## src/rtl/mult_arbiter.sv

```systemverilog
// Two-way round-robin sequencer for a shared 5x5 signed multiplier.
// Optional overflow flag output is enabled with `define MULT_ARB_OVF_EN.

module signed_mult (
    input  logic       clk,
    input  logic       rst,
    input  logic       start,
    input  logic [4:0] a,
    input  logic [4:0] b,
    output logic [9:0] p
);
    logic [4:0] mag_a;
    logic [4:0] mag_b;
    logic [7:0] mag_p;
    logic       neg;

    // Sign plus 8-bit magnitude: only |-16 * -16| = 256 falls outside it.
    assign mag_a = a[4] ? 5'(-a) : a;
    assign mag_b = b[4] ? 5'(-b) : b;
    assign mag_p = 8'(mag_a * mag_b);
    assign neg   = a[4] ^ b[4];

    always_ff @(posedge clk) begin
        if (rst) begin
            p <= '0;
        end else if (start) begin
            p <= neg ? 10'(-{2'b00, mag_p}) : {2'b00, mag_p};
        end
    end
endmodule

module mult_arbiter #(
    parameter int SETTLE = 2
) (
    input  logic       clk,
    input  logic       rst,
    input  logic       req0,
    input  logic [4:0] a0,
    input  logic [4:0] b0,
    output logic       ack0,
    output logic       done0,
    input  logic       req1,
    input  logic [4:0] a1,
    input  logic [4:0] b1,
    output logic       ack1,
    output logic       done1,
    output logic [9:0] result,
    output logic       busy
`ifdef MULT_ARB_OVF_EN
    ,
    output logic       ovf
`endif
);
    localparam logic [1:0] ST_IDLE  = 2'd0;
    localparam logic [1:0] ST_START = 2'd1;
    localparam logic [1:0] ST_WAIT  = 2'd2;
    localparam logic [1:0] ST_DONE  = 2'd3;

    logic [1:0] state;
    logic [3:0] cnt;
    logic       gnt;
    logic       last;
    logic       sel;
    logic       start;
    logic [4:0] op_a;
    logic [4:0] op_b;
    logic [9:0] mult_p;

    // On a tie the requester that did not go last wins.
    assign sel = (req0 && req1) ? ~last : req1;

    assign start = (state == ST_START);
    assign busy  = (state != ST_IDLE);
    assign ack0  = start && !gnt;
    assign ack1  = start && gnt;
    assign done0 = (state == ST_DONE) && !gnt;
    assign done1 = (state == ST_DONE) && gnt;

    signed_mult u_mult (
        .clk   (clk),
        .rst   (rst),
        .start (start),
        .a     (op_a),
        .b     (op_b),
        .p     (mult_p)
    );

    always_ff @(posedge clk) begin
        if (rst) begin
            state  <= ST_IDLE;
            cnt    <= '0;
            gnt    <= 1'b0;
            last   <= 1'b1;
            op_a   <= '0;
            op_b   <= '0;
            result <= '0;
`ifdef MULT_ARB_OVF_EN
            ovf    <= 1'b0;
`endif
        end else begin
            case (state)
                ST_IDLE: begin
                    if (req0 || req1) begin
                        gnt   <= sel;
                        op_a  <= sel ? a1 : a0;
                        op_b  <= sel ? b1 : b0;
                        state <= ST_START;
                    end
                end
                ST_START: begin
                    cnt   <= 4'(SETTLE - 1);
                    state <= ST_WAIT;
                end
                ST_WAIT: begin
                    if (cnt == 4'd0) begin
                        result <= mult_p;
`ifdef MULT_ARB_OVF_EN
                        ovf    <= (op_a == 5'b10000) && (op_b == 5'b10000);
`endif
                        state  <= ST_DONE;
                    end else begin
                        cnt <= cnt - 4'd1;
                    end
                end
                ST_DONE: begin
                    last  <= gnt;
                    state <= ST_IDLE;
                end
                default: state <= ST_IDLE;
            endcase
        end
    end
endmodule
```

## config.mk

```make
export PLATFORM = sky130hd
export DESIGN_NAME = mult_arbiter
export DESIGN_NICKNAME = d
export VERILOG_FILES = /design/src/rtl/mult_arbiter.sv
export SDC_FILE = /design/constraint.sdc
export NUM_CORES = 1
export LEC_CHECK = 0
export ABC_CLOCK_PERIOD_IN_PS = 4500
export BUFFER_PORTS_ARGS = -buffer_cell sky130_fd_sc_hd__buf_2
export CAP_MARGIN = 20
export CORE_MARGIN = 4
export CORE_UTILIZATION = 52
export DETAILED_ROUTE_END_ITERATION = 8
export PLACE_DENSITY = 0.73
export SLEW_MARGIN = 10
export SYNTH_ARGS = -nofsm -noshare
export SYNTH_HDL_FRONTEND = slang
export SYNTH_SLANG_ARGS = --single-unit
export TNS_END_PERCENT = 20
```

## constraint.sdc

```tcl
create_clock -name clk -period 4.5 [get_ports clk]
set_input_delay 0.675 -clock clk [delete_from_list [all_inputs] [get_ports clk]]
set_output_delay 0.675 -clock clk [all_outputs]
set_load 0.05 [all_outputs]
```

==> results.yml, run 1 <==
run_status:
  status: "finished, final reports clean"
clocking:
  path_clk_slew_ns: 0.07
  htree_levels: 2
  cts_buffer_depth: 2
  cts_made_buffers: 5
  ctsRootBufferMaster: "clkbuf_8"
  cts_tree: "done"
  clock_latency_ns: 0.30
  postCtsSetupRepairBufs: 0
  hold_buffers: 0
  clock-sinks: 38
critical_path:
  required_ns: 4.70
  end_kind: "flop"
  path_class: "reg2reg"
  crit_fanout: 4
  critPathArrivalTime_ns: 4.51
  reg2reg_depth: 16
  crit_path_start_kind: "flop"
  r2r_start: "op_b[0]$_SDFFE_PP0P_"
  crit_path_start: "op_b[0]$_SDFFE_PP0P_"
  rrSetupSlack_ns: 0.19
synth:
  synthArstFlopShare_pct: 0
  avgSynthCellArea_um2: 8.69
  synth_warnings: 0
  post_synth_inst_count: 296
  yosysTopAreaCellShare_pct: 29.6
  yosysMostFrequentCell: "nor2_1"
  synth_nets: 349
  synth.cell_area_um2: 2570
  synth-seq-area-share_pct: 29.6
  synthFlopType: "dfxtp_1"
  ys_ff_latch: 38
  synth.largest_area_cell: "dfxtp_1"
  synthTopCellsByCount: "nor2_1, dfxtp_1, nand2_1, a21oi_1, ha_1"
  synth.distinct_cells: 49
  synthTopCellsByArea: "dfxtp_1, ha_1, nor2_1, fa_1, mux2i_1"
  synth-edff-count: 0
worst_hold_path:
  min_path_cells: 2
  holdCritPathClass: "reg2reg"
  min_from: "result[4]$_SDFFE_PP0P_"
floorplanning:
  start_util_pct: 54.1
  io_pins: 39
  die_width_um: 78.3
  core_um2: 4750
  rows: 25
  die_area_um2: 6140
  dieHeight_um: 78.3
timing:
  setup_tns_ns: 0
  worstMarginPinSlew_ns: 0.765
  finalSetupViolations: 0
  setup_ws_ns: 0.185
  finalHoldViolations: 0
  skew_ns: 0.00496
  rsz0062_at_grt: "false"
  maxSlewViolCount: 0
  fmax_ghz: 0.232
  period_minus_slack_ns: 4.31
  slew_headroom_pct: 49.0
  period_share_pct: 95.9
power_and_ir_drop:
  ir_drop_mv: 0.447
  powerDensity_nw_per_um2: 686
  p_leak_uw: 0.00130
layout:
  syn2layout_area_growth_pct: 16.1
  regArea_um2: 763
  fillers: 443
  drive_gt1_share_pct: 23.0
  antenna_cells: 0
  final_cell_area_um2: 2990
  layout.nets: 396
  multiInputGateArea_um2: 1680
global_routing:
  antenna_found_initial: 0
  grt_pass1_wl_um: 9430
  grt_overflow: 0
  grt_pass1_vias: 2203
  grt_max_degree: 38
  grt_util_all_layers_pct: 19.2
detailed_routing:
  vias: 2156
  drc: 0
  drt_iter0_markers: 96
  ant_nets: 0
  wl_um: 5240
  viasPerCell: 5.25
  first_pass_iters: 4
  wl_per_cell_um: 12.8
placement:
  io_buffers: 38
  gp_congestion: 0.861
  dp_hpwl_um: 4070
  placed_cell_area_um2: 2860
  place_ws_ns: 0.0123
flow_run:
  drv_cap: 0
[state kept, by name (all words and copies together) (netlist names)]
signal / flops
op_a: 5
last: 1
op_b: 5
gnt: 1
result: 10
cnt: 4
state: 2
u_mult.p: 10
[cell type report]
cell class / count / share of cell area, %
Timing Repair Buffer: 52 / 9.89
Clock buffer: 6 / 2.76
Tap cell: 67 / 2.81
Inverter: 18 / 2.26
Multi-Input combinational cell: 228 / 56.3
Clock inverter: 2 / 0.419
Sequential cell: 38 / 25.6
[through the flow]
stage                     hold WS [ns]  total power [µW]  util, %  cells
after floorplan                  0.428              1460        -    296
after global placement           0.439              1740     60.2    402
after detailed placement         0.445              1760     60.2    402
after CTS                        0.456              2030     62.2    410
after global routing             0.472              2260     62.8    411
final                            0.453              2050     62.8    411
[timing repair]
item	in CTS	in global routing
setup endpoints to repair	1	4
resized for setup	1	5
pin swaps	0	1
[cell families (layout without fill, tap and decap cells)]
| kind of cell | Yosys count | after routing | share of synthesized area, % |
|---|---|---|---|
| AO/OA/AOI/OAI | 63 | 63 | 17.4 |
| XOR/XNOR | 15 | 15 | 5.69 |
| buffers and inverters | 30 | 78 | 5.84 |
| adder cells (fa/ha/maj) | 29 | 29 | 16.4 |
| flip-flops | 38 | 38 | 29.6 |
| AND/OR/NAND/NOR | 106 | 106 | 19.3 |
| multiplexers | 15 | 15 | 5.84 |
[report_power, final]
| group | internal (µW) | total [µW] | leakage (µW) | switching (µW) |
|---|---|---|---|---|
| combinational | 540 | 1290 | 0.000940 | 748 |
| sequential | 431 | 513 | 0.000312 | 81.9 |
| clock | 123 | 248 | 0.0000472 | 125 |
| total | 1090 | 2050 | 0.00130 | 955 |
[cell usage in the layout, fill, tap and decap left out, types with 2 or more instances in the layout]
master    count
o21a_1        2
o21ai_0       8
or2_2         4
or3_1         2
ha_1         19
nand2_1      27
a311oi_1      3
xor2_2        2
xnor2_1       9
a21o_1        2
inv_1        18
xor2_1        4
buf_2        38
and2_1        2
dfxtp_2       2
nand3b_1      3
dfxtp_1      36
buf_4        14
a21oi_1      21
fa_1          8
clkbuf_8      6
a211oi_1     13
mux2i_1      15
nor3_1        5
nor2b_1       4
nand4_1       2
nor2_1       47
[routing by layer]
metal	share of wire [%]	wire, µm	track usage [%]
met1	47	2460	24.2
met4	1.6	85	7.17
met3	3.4	176	4.59
met5	0	0	0
met2	48	2520	31.7
[critical path, cell delays in order (launching register included)]
cell and delay, ns:
dfxtp_2 0.36, inv_1 0.06, ha_1 0.22, nor2b_1 0.14, xnor2_1 0.10, or2_2 0.31, fa_1 0.50, fa_1 0.44
fa_1 0.54, inv_1 0.06, ha_4 0.25, o21ai_0 0.16, o21bai_1 0.10, a21o_2 0.22, a211o_2 0.28, and4_4 0.19
a2111oi_2 0.27
[path summary, 6_finish.rpt]
check	to
setup / recovery	u_mult.p[7]$_SDFFE_PP0P_
hold / removal	result[4]$_SDFFE_PP0P_
setup reg to reg	u_mult.p[7]$_SDFFE_PP0P_
hold reg to reg	result[4]$_SDFFE_PP0P_
(Power assumes the default switching activity.)
==> run 2, diff against run 1 <==
CORE_ASPECT_RATIO = 0.6   (was not set)
==> run 2 against run 1 <==
Register-to-register slack gained 0.04 ns. Wire length fell by 0.67%. Hold slack worse by 0.00058 ns. Sequential share of layout area down 0.46 points. Flip-flop and latch count is the same. Critical path type unchanged. Highest routed layer unchanged.
==> results.yml, run 2 (synthesis gave the netlist of run 1 again) <==
detailed_routing:
  vias: 2136
  drt_iter0_markers: 99
  wl_um: 5210
  wl_per_cell_um: 12.8
  ant_nets: 0
  drc: 0
  viasPerCell: 5.25
  first_pass_iters: 4
timing:
  skew_ns: 0.00342
  finalHoldViolations: 0
  period_minus_slack_ns: 4.28
  finalSetupViolations: 0
  period_share_pct: 95.0
  setup_ws_ns: 0.224
  fmax_ghz: 0.234
  maxSlewViolCount: 0
  slew_headroom_pct: 46.3
  setup_tns_ns: 0
  worstMarginPinSlew_ns: 0.806
  rsz0062_at_grt: "false"
worst_hold_path:
  holdCritPathClass: "reg2reg"
critical_path:
  crit_fanout: 4
  crit_path_start_kind: "flop"
  end_kind: "flop"
  required_ns: 4.69
  path_class: "reg2reg"
  critPathArrivalTime_ns: 4.47
floorplanning:
  core_um2: 4680
  die_width_um: 98.8
  start_util_pct: 54.9
  rows: 19
  dieHeight_um: 62.5
  die_area_um2: 6170
  io_pins: 39
clocking:
  postCtsSetupRepairBufs: 0
  cts_made_buffers: 5
  path_clk_slew_ns: 0.08
  clock_latency_ns: 0.29
  cts_buffer_depth: 2
  ctsRootBufferMaster: "clkbuf_8"
  hold_buffers: 0
  cts_tree: "done"
  clock-sinks: 38
  htree_levels: 2
layout:
  multiInputGateArea_um2: 1700
  antenna_cells: 0
  drive_gt1_share_pct: 23.8
  final_cell_mix: "nor2_1, buf_2, dfxtp_1, nand2_1"
  layout.nets: 396
  utilization_pct: 65.1
  regArea_um2: 764
  layout_commonest_cell: "nor2_1"
  fillers: 414
  reg_top3: "result (10), u_mult.p (10)"
  syn2layout_area_growth_pct: 18.4
power_and_ir_drop:
  powerDensity_nw_per_um2: 714
  seq_power_share_pct: 23.7
  power.internal_uw: 1210
  ir_drop_mv: 0.413
  p_leak_uw: 0.00133
  combPwrFrac_pct: 59.8
  p_sw_uw: 966
  switching_share_pct: 44.4
  p_clk_share_pct: 16.6
placement:
  gp_congestion: 0.848
  dp_hpwl_um: 4100
  io_buffers: 38
  place_ws_ns: 0.00943
global_routing:
  grt_pass1_vias: 1881
  antenna_found_initial: 0
  grt_max_degree: 38
  grt_pass1_wl_um: 8710
  grt_util_all_layers_pct: 17.4
  grt_overflow: 0
flow_run:
  drv_cap: 0
run_status:
  status: "finished, final reports clean"
run 2: repair_timing:
action | 4_1_cts | 5_1_grt
pin swaps | 0 | 2
setup endpoints to repair | 1 | 4
resized for setup | 2 | 8
run 2: critical path, cell delays in order, from the launching register on:
cell	delay (ns)
dfxtp_2	0.35
inv_1	0.06
ha_1	0.22
nor2b_1	0.14
xnor2_1	0.10
or2_2	0.31
fa_1	0.51
fa_1	0.44
fa_1	0.54
inv_1	0.06
ha_4	0.25
o21ai_1	0.13
o21bai_1	0.09
a21o_2	0.22
a211o_2	0.29
and4_4	0.20
a2111oi_2	0.28
run 2: cell type report:
cell class | instances | area share, %
inverter | 18 | 2.22
tap | 63 | 2.59
clock buffer | 6 | 2.71
sequential | 38 | 25.1
clock inverter | 2 | 1.97
timing repair buffer | 52 | 9.69
multi-input combinational | 228 | 55.7
run 2: layer usage:
metal / global-route usage, % / routed length [µm]
met1: 26.8 / 2810
met4: 5.62 / 65
met2: 23.2 / 1950
met3: 4.12 / 375
met5: 0 / 0
run 2: power groups by stage:
| stage | registers, µW | logic [µW] | clock network (µW) |
|---|---|---|---|
| floorplan | 525 | 934 | 0 |
| global placement | 516 | 1230 | 0 |
| detailed placement | 520 | 1240 | 0 |
| CTS | 515 | 1250 | 366 |
| global route | 532 | 1450 | 384 |
| finish | 515 | 1300 | 360 |
run 2: worst paths after layout:
check	start	end	slack, ns	depth (start not counted)
min reg2reg	result[5]$_SDFFE_PP0P_	result[5]$_SDFFE_PP0P_	0.45	2
min	result[5]$_SDFFE_PP0P_	result[5]$_SDFFE_PP0P_	0.45	2
max	op_b[0]$_SDFFE_PP0P_	u_mult.p[7]$_SDFFE_PP0P_	0.22	16
max reg2reg	op_b[0]$_SDFFE_PP0P_	u_mult.p[7]$_SDFFE_PP0P_	0.22	16
run 2: metrics by stage:
stage | cells | power (µW) | area (µm²) | hold slack [ns]
after floorplan | 296 | 1460 | 2570 | 0.428
after global placement | 397 | 1740 | 2850 | 0.441
after detailed placement | 398 | 1760 | 2860 | 0.445
after CTS | 406 | 2130 | 3000 | 0.456
after global routing | 407 | 2370 | 3050 | 0.480
final | 407 | 2170 | 3050 | 0.452
==> run 3, diff against run 2 <==
PLACE_DENSITY = 0.77   (was 0.73)
SYNTH_HIERARCHICAL = 1   (was not set)
==> run 3 against run 2 <==
Area after synthesis shrank 0.54%. Die area fell by 0.47%. Fmax fell by 0.94%. First-iteration DRC count is 22% lower. Clock skew up 0.0012 ns. Hold slack improved by 0.0015 ns. Flip-flop and latch count is the same. Critical path type unchanged. Combinational power down 3%.
==> results.yml, run 3 <==
timing:
  slew_headroom_pct: 38.8
  skew_ns: 0.00462
  period_share_pct: 95.9
  rsz0062_at_grt: "false"
  setup_tns_ns: 0
  fmax_ghz: 0.232
  worstMarginPinSlew_ns: 0.911
  period_minus_slack_ns: 4.32
  finalSetupViolations: 0
  finalHoldViolations: 0
  maxSlewViolCount: 0
worst_hold_path:
  holdCritPathClass: "reg2reg"
synth:
  post_synth_inst_count: 294
  synth-seq-area-share_pct: 29.7
  synth-edff-count: 0
  yosysMostFrequentCell: "nor2_1"
  synth.distinct_cells: 42
  synthFlopType: "dfxtp_1"
  synthArstFlopShare_pct: 0
  synth.largest_area_cell: "dfxtp_1"
  yosysTopAreaCellShare_pct: 29.7
  synthTopCellsByCount: "nor2_1, dfxtp_1, nand2_1, a21oi_1, ha_1"
  avgSynthCellArea_um2: 8.70
  ys_ff_latch: 38
  synth.cell_area_um2: 2560
  synth_nets: 348
  synthTopCellsByArea: "dfxtp_1, ha_1, fa_1, nor2_1, mux2i_1"
  synth_warnings: 6
clocking:
  ctsRootBufferMaster: "clkbuf_8"
  clock_latency_ns: 0.30
  clock-sinks: 38
  cts_buffer_depth: 2
  hold_buffers: 0
  path_clk_slew_ns: 0.08
  cts_tree: "done"
  cts_made_buffers: 5
  htree_levels: 2
placement:
  gp_congestion: 0.877
  dp_hpwl_um: 4070
  placed_cell_area_um2: 2850
  io_buffers: 38
run_status:
  status: "finished, final reports clean"
global_routing:
  grt_util_all_layers_pct: 18.2
  antenna_found_initial: 0
  grt_overflow: 0
  grt_pass1_vias: 2064
  grt_max_degree: 41
  grt_pass1_wl_um: 9110
detailed_routing:
  first_pass_iters: 4
  drc: 0
  drt_iter0_markers: 77
  vias: 2147
  wl_um: 5330
  ant_nets: 0
  viasPerCell: 5.31
  wl_per_cell_um: 13.2
layout:
  final_cell_area_um2: 3030
  reg_top3: "result (10), u_mult/p (10)"
  antenna_cells: 0
  layout.nets: 394
  drive_gt1_share_pct: 24.0
  layout_commonest_cell: "nor2_1"
  final_cell_mix: "nor2_1, buf_2, dfxtp_1, nand2_1, a21oi_1"
  syn2layout_area_growth_pct: 18.4
critical_path:
  crit_fanout: 6
  crit_path_start_kind: "flop"
  required_ns: 4.66
  path_class: "reg2reg"
  end_kind: "flop"
  critPathArrivalTime_ns: 4.48
power_and_ir_drop:
  p_leak_uw: 0.00130
  powerDensity_nw_per_um2: 683
  ir_drop_mv: 0.377
floorplanning:
  rows: 19
  core_um2: 4660
  start_util_pct: 54.9
  die_area_um2: 6140
  dieHeight_um: 62.3
  io_pins: 39
  die_width_um: 98.6
flow_run:
  drv_cap: 0
run 3: worst max-delay path, stage by stage (launching register included):
cell and delay, ns:
dfxtp_4 0.38, inv_1 0.05, ha_1 0.20, nor2b_1 0.13, xnor2_1 0.10, or2_4 0.26, fa_1 0.54, fa_1 0.44
fa_1 0.49, inv_1 0.04, ha_1 0.30, buf_4 0.16, a21oi_4 0.16, xnor2_2 0.10, or3_4 0.41, o21bai_4 0.14
xor2_1 0.19, a211oi_2 0.08
run 3: what timing repair did:
action	in CTS	in global routing
pin swaps	1	10
setup buffers	0	3
hold endpoints to repair	0	0
resized for setup	2	10
endpoints found under the setup margin	1	4
run 3: cells by family after synthesis:
| family | share of synthesized area [%] |
|---|---|
| AOI/OAI and AO/OA | 17.2 |
| xor gates and xnor gates | 6.70 |
| adders and majority gates | 17.0 |
| buffers and inverters | 5.09 |
| DFF | 29.7 |
| muxes | 5.87 |
| and+or+nand+nor | 18.4 |
run 3: layout make-up:
cell class / count / area (µm²)
well taps: 63 / 78.8
inverters: 20 / 75.1
clock inverters: 3 / 40.0
flip-flops and latches: 38 / 768
multi-input cells: 224 / 1710
fillers: 412 / 1630
clock buffers: 5 / 68.8
repair buffers: 51 / 288
run 3: stage by stage:
step | total power (µW) | std cells | utilization [%] | hold WS, ns | setup WS (ns)
after floorplan | 1380 | 294 | - | 0.431 | 0.0474
after global placement | 1630 | 393 | 61.2 | 0.440 | 0.0775
after detailed placement | 1670 | 393 | 61.2 | 0.444 | -0.0318
after CTS | 1970 | 401 | 63.6 | 0.455 | 0.000890
after global routing | 2240 | 404 | 65.0 | 0.483 | 0.0284
final | 2070 | 404 | 65.0 | 0.454 | 0.184
run 3: path summary, 6_finish.rpt:
check	endpoint	start	slack, ns	cells past startpoint
max	u_mult/p[7]$_SDFFE_PP0P_	op_b[0]$_SDFFE_PP0P_	0.18	17
min	result[7]$_SDFFE_PP0P_	result[7]$_SDFFE_PP0P_	0.45	2
max reg2reg	u_mult/p[7]$_SDFFE_PP0P_	op_b[0]$_SDFFE_PP0P_	0.18	17
min reg2reg	result[7]$_SDFFE_PP0P_	result[7]$_SDFFE_PP0P_	0.45	2
run 3: per-layer routing:
layer	global-route usage [%]	wire, µm	up-vias
li1	-	-	1096
met3	6.26	370	0
met4	5.11	0	0
met5	0	0	-
met1	25.5	2700	993
met2	26.5	2250	58
run 3: report_power, final:
group          internal [µW]  switching, µW  total (µW)
logic                    530            729        1260
clock network            163            128         291
registers                432           86.8         519
